$ cat src/rtl/tx_link_sched.sv
// Link-level transmit scheduler: walks the link through idle, COM training, active data and
// EIOS idle entry, round-robins three sources onto the transmitter and inserts periodic SKPs.
module tx_link_sched #(
    parameter int unsigned TS_LEN  = 16,
    parameter int unsigned BURST   = 4,
    parameter int unsigned SKP_INT = 64
) (
    input  logic        clk,
    input  logic        rst,
    input  logic        link_en,
    input  logic        idle_req,
    input  logic        tx_rdy,
    input  logic [2:0]  req,
    input  logic [7:0]  data8,
    input  logic [15:0] data16,
    input  logic [31:0] data32,
    output logic [2:0]  gnt,
    output logic        enb,
    output logic        TxElecIdle,
    output logic        K,
    output logic [1:0]  dataS,
    output logic [31:0] dataOut,
    output logic        link_up
);

    localparam int unsigned TSW = $clog2(TS_LEN + 1);
    localparam int unsigned BW  = $clog2(BURST + 1);
    localparam int unsigned SW  = $clog2(SKP_INT + 1);

    localparam logic [TSW-1:0] TS_LAST = TSW'(TS_LEN - 1);
    localparam logic [BW-1:0]  B_LAST  = BW'(BURST - 1);
    localparam logic [SW-1:0]  SKP_MAX = SW'(SKP_INT);

    localparam logic [7:0] SYM_COM  = 8'hBC;
    localparam logic [7:0] SYM_SKP  = 8'h1C;
    localparam logic [7:0] SYM_PAD  = 8'hF7;
    localparam logic [7:0] SYM_EIOS = 8'h7C;

    typedef enum logic [1:0] {IDLE, TRAIN, ACTIVE, EIDLE_WAIT} state_t;

    state_t         state, stateNxt;
    logic           ownerVld, ownerVldNxt;
    logic [1:0]     owner, ownerNxt;
    logic [1:0]     rrPtr, rrPtrNxt;
    logic [TSW-1:0] tsCnt, tsCntNxt;
    logic [BW-1:0]  burstCnt, burstCntNxt;
    logic [SW-1:0]  skpCnt, skpCntNxt;
    logic           enbNxt, elecIdleNxt, kNxt;
    logic [1:0]     dataSNxt;
    logic [31:0]    dataOutNxt;

    logic           pickVld;
    logic [1:0]     pickIdx;
    logic [2:0]     cand;
    logic [31:0]    srcData;

    assign link_up = (state == ACTIVE);
    assign gnt     = (state == ACTIVE && ownerVld) ? (3'b001 << owner) : 3'b000;

    // First requester at or after rrPtr, wrapping modulo 3
    always_comb begin
        pickVld = 1'b0;
        pickIdx = '0;
        cand    = '0;
        for (int unsigned i = 0; i < 3; i++) begin
            cand = {1'b0, rrPtr} + 3'(i);
            if (cand >= 3'd3) cand = cand - 3'd3;
            if (!pickVld && req[cand[1:0]]) begin
                pickVld = 1'b1;
                pickIdx = cand[1:0];
            end
        end
    end

    always_comb begin
        case (owner)
            2'd0:    srcData = {24'h0, data8};
            2'd1:    srcData = {16'h0, data16};
            default: srcData = data32;
        endcase
    end

    always_comb begin
        stateNxt    = state;
        ownerVldNxt = ownerVld;
        ownerNxt    = owner;
        rrPtrNxt    = rrPtr;
        tsCntNxt    = tsCnt;
        burstCntNxt = burstCnt;
        skpCntNxt   = skpCnt;
        enbNxt      = enb;
        elecIdleNxt = TxElecIdle;
        kNxt        = K;
        dataSNxt    = dataS;
        dataOutNxt  = dataOut;

        if (state != IDLE && !link_en) begin
            // Abort ignores tx_rdy; rrPtr survives so fairness carries across retraining
            stateNxt    = IDLE;
            ownerVldNxt = 1'b0;
            ownerNxt    = '0;
            tsCntNxt    = '0;
            burstCntNxt = '0;
            skpCntNxt   = '0;
            enbNxt      = 1'b0;
            elecIdleNxt = 1'b1;
            kNxt        = 1'b0;
            dataSNxt    = 2'b00;
            dataOutNxt  = '0;
        end else if (tx_rdy) begin
            case (state)
                IDLE: begin
                    if (link_en) begin
                        stateNxt    = TRAIN;
                        enbNxt      = 1'b1;
                        elecIdleNxt = 1'b0;
                        tsCntNxt    = '0;
                    end
                end
                TRAIN: begin
                    kNxt       = 1'b1;
                    dataSNxt   = 2'b00;
                    dataOutNxt = {24'h0, SYM_COM};
                    tsCntNxt   = tsCnt + 1'b1;
                    if (tsCnt == TS_LAST) stateNxt = ACTIVE;
                end
                ACTIVE: begin
                    kNxt     = 1'b1;
                    dataSNxt = 2'b00;
                    if (ownerVld && req[owner]) begin
                        kNxt        = 1'b0;
                        dataSNxt    = owner;
                        dataOutNxt  = srcData;
                        burstCntNxt = burstCnt + 1'b1;
                        if (skpCnt != SKP_MAX) skpCntNxt = skpCnt + 1'b1;
                        if (burstCnt == B_LAST) ownerVldNxt = 1'b0;
                    end else if (ownerVld) begin
                        ownerVldNxt = 1'b0;
                        dataOutNxt  = {24'h0, SYM_PAD};
                    end else if (idle_req) begin
                        dataOutNxt = {24'h0, SYM_EIOS};
                        stateNxt   = EIDLE_WAIT;
                    end else if (skpCnt >= SKP_MAX) begin
                        dataOutNxt = {24'h0, SYM_SKP};
                        skpCntNxt  = '0;
                    end else begin
                        dataOutNxt = {24'h0, SYM_PAD};
                        if (pickVld) begin
                            ownerVldNxt = 1'b1;
                            ownerNxt    = pickIdx;
                            burstCntNxt = '0;
                            rrPtrNxt    = (pickIdx == 2'd2) ? 2'd0 : pickIdx + 2'd1;
                        end
                    end
                end
                EIDLE_WAIT: begin
                    stateNxt    = IDLE;
                    elecIdleNxt = 1'b1;
                    enbNxt      = 1'b0;
                    kNxt        = 1'b0;
                    dataSNxt    = 2'b00;
                    dataOutNxt  = '0;
                end
                default: stateNxt = IDLE;
            endcase
        end
    end

    always_ff @(posedge clk or negedge rst) begin
        if (!rst) begin
            state      <= IDLE;
            ownerVld   <= 1'b0;
            owner      <= '0;
            rrPtr      <= '0;
            tsCnt      <= '0;
            burstCnt   <= '0;
            skpCnt     <= '0;
            enb        <= 1'b0;
            TxElecIdle <= 1'b1;
            K          <= 1'b0;
            dataS      <= 2'b00;
            dataOut    <= '0;
        end else begin
            state      <= stateNxt;
            ownerVld   <= ownerVldNxt;
            owner      <= ownerNxt;
            rrPtr      <= rrPtrNxt;
            tsCnt      <= tsCntNxt;
            burstCnt   <= burstCntNxt;
            skpCnt     <= skpCntNxt;
            enb        <= enbNxt;
            TxElecIdle <= elecIdleNxt;
            K          <= kNxt;
            dataS      <= dataSNxt;
            dataOut    <= dataOutNxt;
        end
    end

endmodule

$ cat config.mk
export PLATFORM = sky130hd
export DESIGN_NAME = tx_link_sched
export DESIGN_NICKNAME = d
export VERILOG_FILES = /design/src/rtl/tx_link_sched.sv
export SDC_FILE = /design/constraint.sdc
export NUM_CORES = 1
export LEC_CHECK = 0
export ABC_CLOCK_PERIOD_IN_PS = 2800
export CAP_MARGIN = 30
export CORE_MARGIN = 10
export CORE_UTILIZATION = 40
export CTS_CLUSTER_SIZE = 20
export DETAILED_ROUTE_END_ITERATION = 10
export PLACE_DENSITY = 0.71
export SYNTH_ARGS = -nofsm -noshare
export SYNTH_HDL_FRONTEND = slang
export SYNTH_SLANG_ARGS = --single-unit
$ cat constraint.sdc
create_clock -name clk -period 2.8 [get_ports clk]
set_input_delay 0.42 -clock clk [delete_from_list [all_inputs] [get_ports clk]]
set_output_delay 0.42 -clock clk [all_outputs]
set_load 0.05 [all_outputs]
* Word level (Yosys, flattened, before mapping)
Cells that the tools add are included.
** Cells by class
- Add/subtract/negate cells :: 9
- Magnitude comparators :: 8
- Equality and inequality tests :: 22
- Shift operators :: 1
- Mux-type cells :: 88
- Bitwise logic cells :: 5
- Reductions and logical operators :: 31
** Operators with widths (number)
- 32-bit 2-to-1 mux :: 3
- 32-bit case mux with 3 select lines :: 1
- 32-bit case mux with 2 select lines :: 1
- 7-bit 2-to-1 mux :: 8
- 2-bit 2-to-1 mux :: 25
- 3-bit 2-to-1 mux :: 9
- 1-bit 2-to-1 mux :: 25
- 8-bit 2-to-1 mux :: 3
- 6-bit AND reduction :: 3
- 5-bit 2-to-1 mux :: 3
- 3-bit nonzero test :: 5
- 2-bit by 3-bit < comparator with 1-bit output, second input constant :: 4
- 3-bit by 2-bit inequality test with 1-bit output, second input constant :: 4
- 3-bit inequality test, second input constant :: 4
- 5-bit case mux with 2 select lines :: 1
- 3-bit AND reduction :: 3
- 1-bit binary-select mux with 2-bit select :: 4
- 2-bit case mux with 4 select lines :: 1
- 8-bit AND reduction :: 1
- 2-bit nonzero test :: 4
- 7-bit by 1-bit adder with 7-bit output, second input constant :: 1
- 7-bit >= comparator, second input constant :: 1
- 7-bit inequality test, second input constant :: 1
- 7-bit AND reduction :: 1
- 26 further kinds :: 48
** Word-level totals
- Register bits after elaboration :: 59
- Logic and storage cells :: 176

* Depth between registers and ports, before layout
- Word-level depth :: 19
- Depth in mapped cells :: 8
- Depth with buffers taken out :: 7

* Least setup slack after synthesis
Ideal clock, no wire load.
- Path type :: register to output
- Start point :: reg state[0]
- End point :: out gnt[0]
- Arrival :: 2.341 ns
- Setup slack :: 0.039 ns
- Cell stages (with the launch flop) :: 5
- Buffers on the path :: 0
- Path through :: dfrtp_1 -> inv_1 -> ha_1 -> nand2_1 -> nor3_1
** On the way
- Longest elaborated chain between the ends :: 3
** RTL lines
- start, declared :: line 41 : state_t state, stateNxt;
- start signal, assigned :: line 184 : state <= stateNxt;
- 2-bit equality test
- net link_up :: line 23 : output logic link_up
- 1-bit logical AND :: line 58 : assign gnt = (state == ACTIVE && ownerVld) ? (3'b001 << owner) : 3'b000;
- 3-bit 2-to-1 mux :: line 58
- end, declared :: line 17 : output logic [2:0] gnt,
The timed path passes the listed nets, and every way through them passes these cells.

* Worst setup path in the final report
- Start point :: reg state[0]
- End point :: out link_up
** On the way
- Longest elaborated chain between the ends :: 1
** RTL lines
- 2-bit equality test :: line 57 : assign link_up = (state == ACTIVE);
- end, declared :: line 23
No other way between the ends.

==> qor.txt <==
CTS Hold Bufs: 0
Vias post-DR: 3046
Ant. Diodes: 0
Slew @ Worst Pin: 0.5903 ns
Critical path class: reg2out
Design area: 4711 um2
WHS: 0.07304 ns
Reg clk slew, reported paths: 0.07 ns
Chip width: 111.1 um
MaxCap Viol Count: 0
WL met3: 688 um
Hold Crit Class: in2async
Maximum vdd ir drop: 458.0 uV
Sequential share of the synthesized area: 44.53%
Routed vias/inst: 5.459
Top Layer Used: met4
RSZ-0062 raised after global routing: no
Placed Cells incl. Taps: 542
PwrDens: 722.0 nW/um2
First-pass detailed-route iteration total: 4
Skew final: 0.01223 ns
Layout cells sized above 1: 9.492%
Worst slew margin: 60.28%
Static leakage: 1.950 nW
WL met2: 4417 um
Netlist Area Pre-Place: 3318 um2
Critical Path Start Type: flip-flop
Wire per inst: 18.18 um
Max clock buf depth: 2
Achievable Freq: 409.4 MHz
# resized after CTS: 0
Final setup margin: 0.3574 ns
CTS tree: yes
Grt ovf: 0
Die height: 111.1 um
Final Cycle Share: 87.24%
FP Rows: 33
Initial antenna violation count: 0
Final hold vios: 0
Starting DRT DRC Count: 168
Synth Instances: 339
Area Growth Syn to Fin: 41.97%
CTS Sinks: 59
CTS root buffer: clkbuf_8
Buffers on Ports: 104
Starting density of the core: 40.79%
Synth Warn #: 0
Most frequent cells in the layout: 100 x clkdlybuf4s50_1, 58 x dfrtp_1, 44 x nand2_1, 32 x o21ai_0, 27 x a22o_1
Placed cell areas: 4492 um2
Vias in the first global route: 2941
Remaining DRCs: 0
#FFs+latches synth: 59
Reg area: 1478 um2
H-tree Lvls: 3
Total CTS buffers: 9
Detailed-route wire length: 10150 um
Die area: 12340 um2
CP endpoint kind: primary output
Status: finished, final reports clean
Area used by multi-input combinational logic: 1710 um2
Commonest non-fill, non-tap cell in the layout: clkdlybuf4s50_1
Gpl congestion: 0.8422
Max-slew violations: 0
First-pass GRT wire length: 16330 um
Routed Antenna Nets: 0
Worst EP arrival: 2.02 ns
Setup Fix Bufs, Post-CTS: 0
DPL Wire Length: 7923 um
Max Fanout on Critical Path: 8
Predominant post-synthesis flop cell: dfrtp_1
Wl on met1: 4913 um
Total GRT Usage: 16.25%
Layout net count: 527
Req. time, crit path: 2.38 ns
EDFF count, synth: 0
Layout fillers: 684
Syn Nets: 418
Final cell count without fillers: 558
Unique masters post-synth: 59
Clk Latency, worst-skew pair: 0.34 ns
Total power: 3.401 mW
FFs w/ async S/R, synth: 100.0%
Dpl ws: 0.3346 ns
Core footprint: 8134 um2
Final setup violation count: 0
Fin crit period: 2.443 ns
Largest net degree at the start of global routing: 60
Synth Area per Inst: 9.788 um2
Setup_tns: 0 ns
Core Util, Final: 57.91%
Ports: 105
## flip-flops by register name, indices dropped and copies added (netlist names)
name	cells
rrPtr	2
K	1
dataS	2
enb	1
burstCnt	3
dataOut	32
tsCnt	5
skpCnt	7
owner	2
TxElecIdle	1
state	2
ownerVld	1
## worst paths after layout
kind                       startpoint          end  slack [ns]  cells after the start
setup / recovery             state[0]      link_up        0.36                      4
hold / removal                    rst  dataOut[29]        0.07                      2
setup reg to reg             rrPtr[0]  burstCnt[2]        0.51                      7
hold reg to reg            dataOut[5]   dataOut[5]        0.48                      1
max in group asynchronous         rst   TxElecIdle        2.41                      2
min in group clk           dataOut[5]   dataOut[5]        0.48                      1
## final cells by class
| type | instances | share of cell area, % |
|---|---|---|
| clock buffers | 12 | 3.081 |
| inverters | 15 | 1.195 |
| flip-flops and latches | 59 | 31.37 |
| clock inverters | 4 | 1.567 |
| multi-input cells | 249 | 36.31 |
| repair buffers | 114 | 23.69 |
| well taps | 105 | 2.789 |
## power by group
part           leakage, nW  internal (mW)  switching (mW)
sequential           0.803          0.969           0.101
combinational         1.04          0.569           0.905
clock                0.111          0.526           0.331
## logic make-up (layout without fill, tap and decap cells)
family / after synthesis / after routing / synth area share [%]
and+or+nand+nor: 105 / 105 / 15.54
buffers and inverters: 31 / 145 / 3.921
xor gates and xnor gates: 2 / 2 / 0.5280
AOI/OAI and AO/OA: 110 / 110 / 24.51
adders and majority gates: 15 / 15 / 5.656
DFF: 59 / 59 / 44.53
muxes: 17 / 17 / 5.316
## routing by layer
metal	track usage, %	vias up
li1	-	1464
met1	21.61	1453
met2	24.45	119
met3	5.249	10
met4	4.884	0
met5	0	-
## cells in the mapped netlist (3+ instances only)
cell type | instances | area share (%)
a211oi_1 | 3 | 0.68
a21oi_1 | 4 | 0.60
a22o_1 | 27 | 7.1
a22oi_1 | 8 | 1.8
buf_2 | 4 | 0.60
clkbuf_1 | 8 | 0.91
dfrtp_1 | 58 | 44
ha_1 | 15 | 5.7
inv_1 | 15 | 1.7
mux2i_1 | 14 | 4.2
nand2_1 | 44 | 5.0
nand2b_1 | 4 | 0.75
nand3_1 | 10 | 1.5
nand3b_1 | 4 | 0.91
nor2_1 | 15 | 1.7
nor2b_1 | 5 | 0.94
nor3_1 | 7 | 1.1
o21ai_0 | 32 | 4.8
o21ai_1 | 3 | 0.45
o22ai_1 | 6 | 1.1
o31ai_1 | 4 | 0.91
## worst max-delay path: stages, from the launching register on
cell and delay, ns:
dfrtp_1 0.40, inv_1 0.13, ha_1 0.19, buf_4 0.16, clkdlybuf4s50_1 0.81
Power figures use the tool's default switching activity.
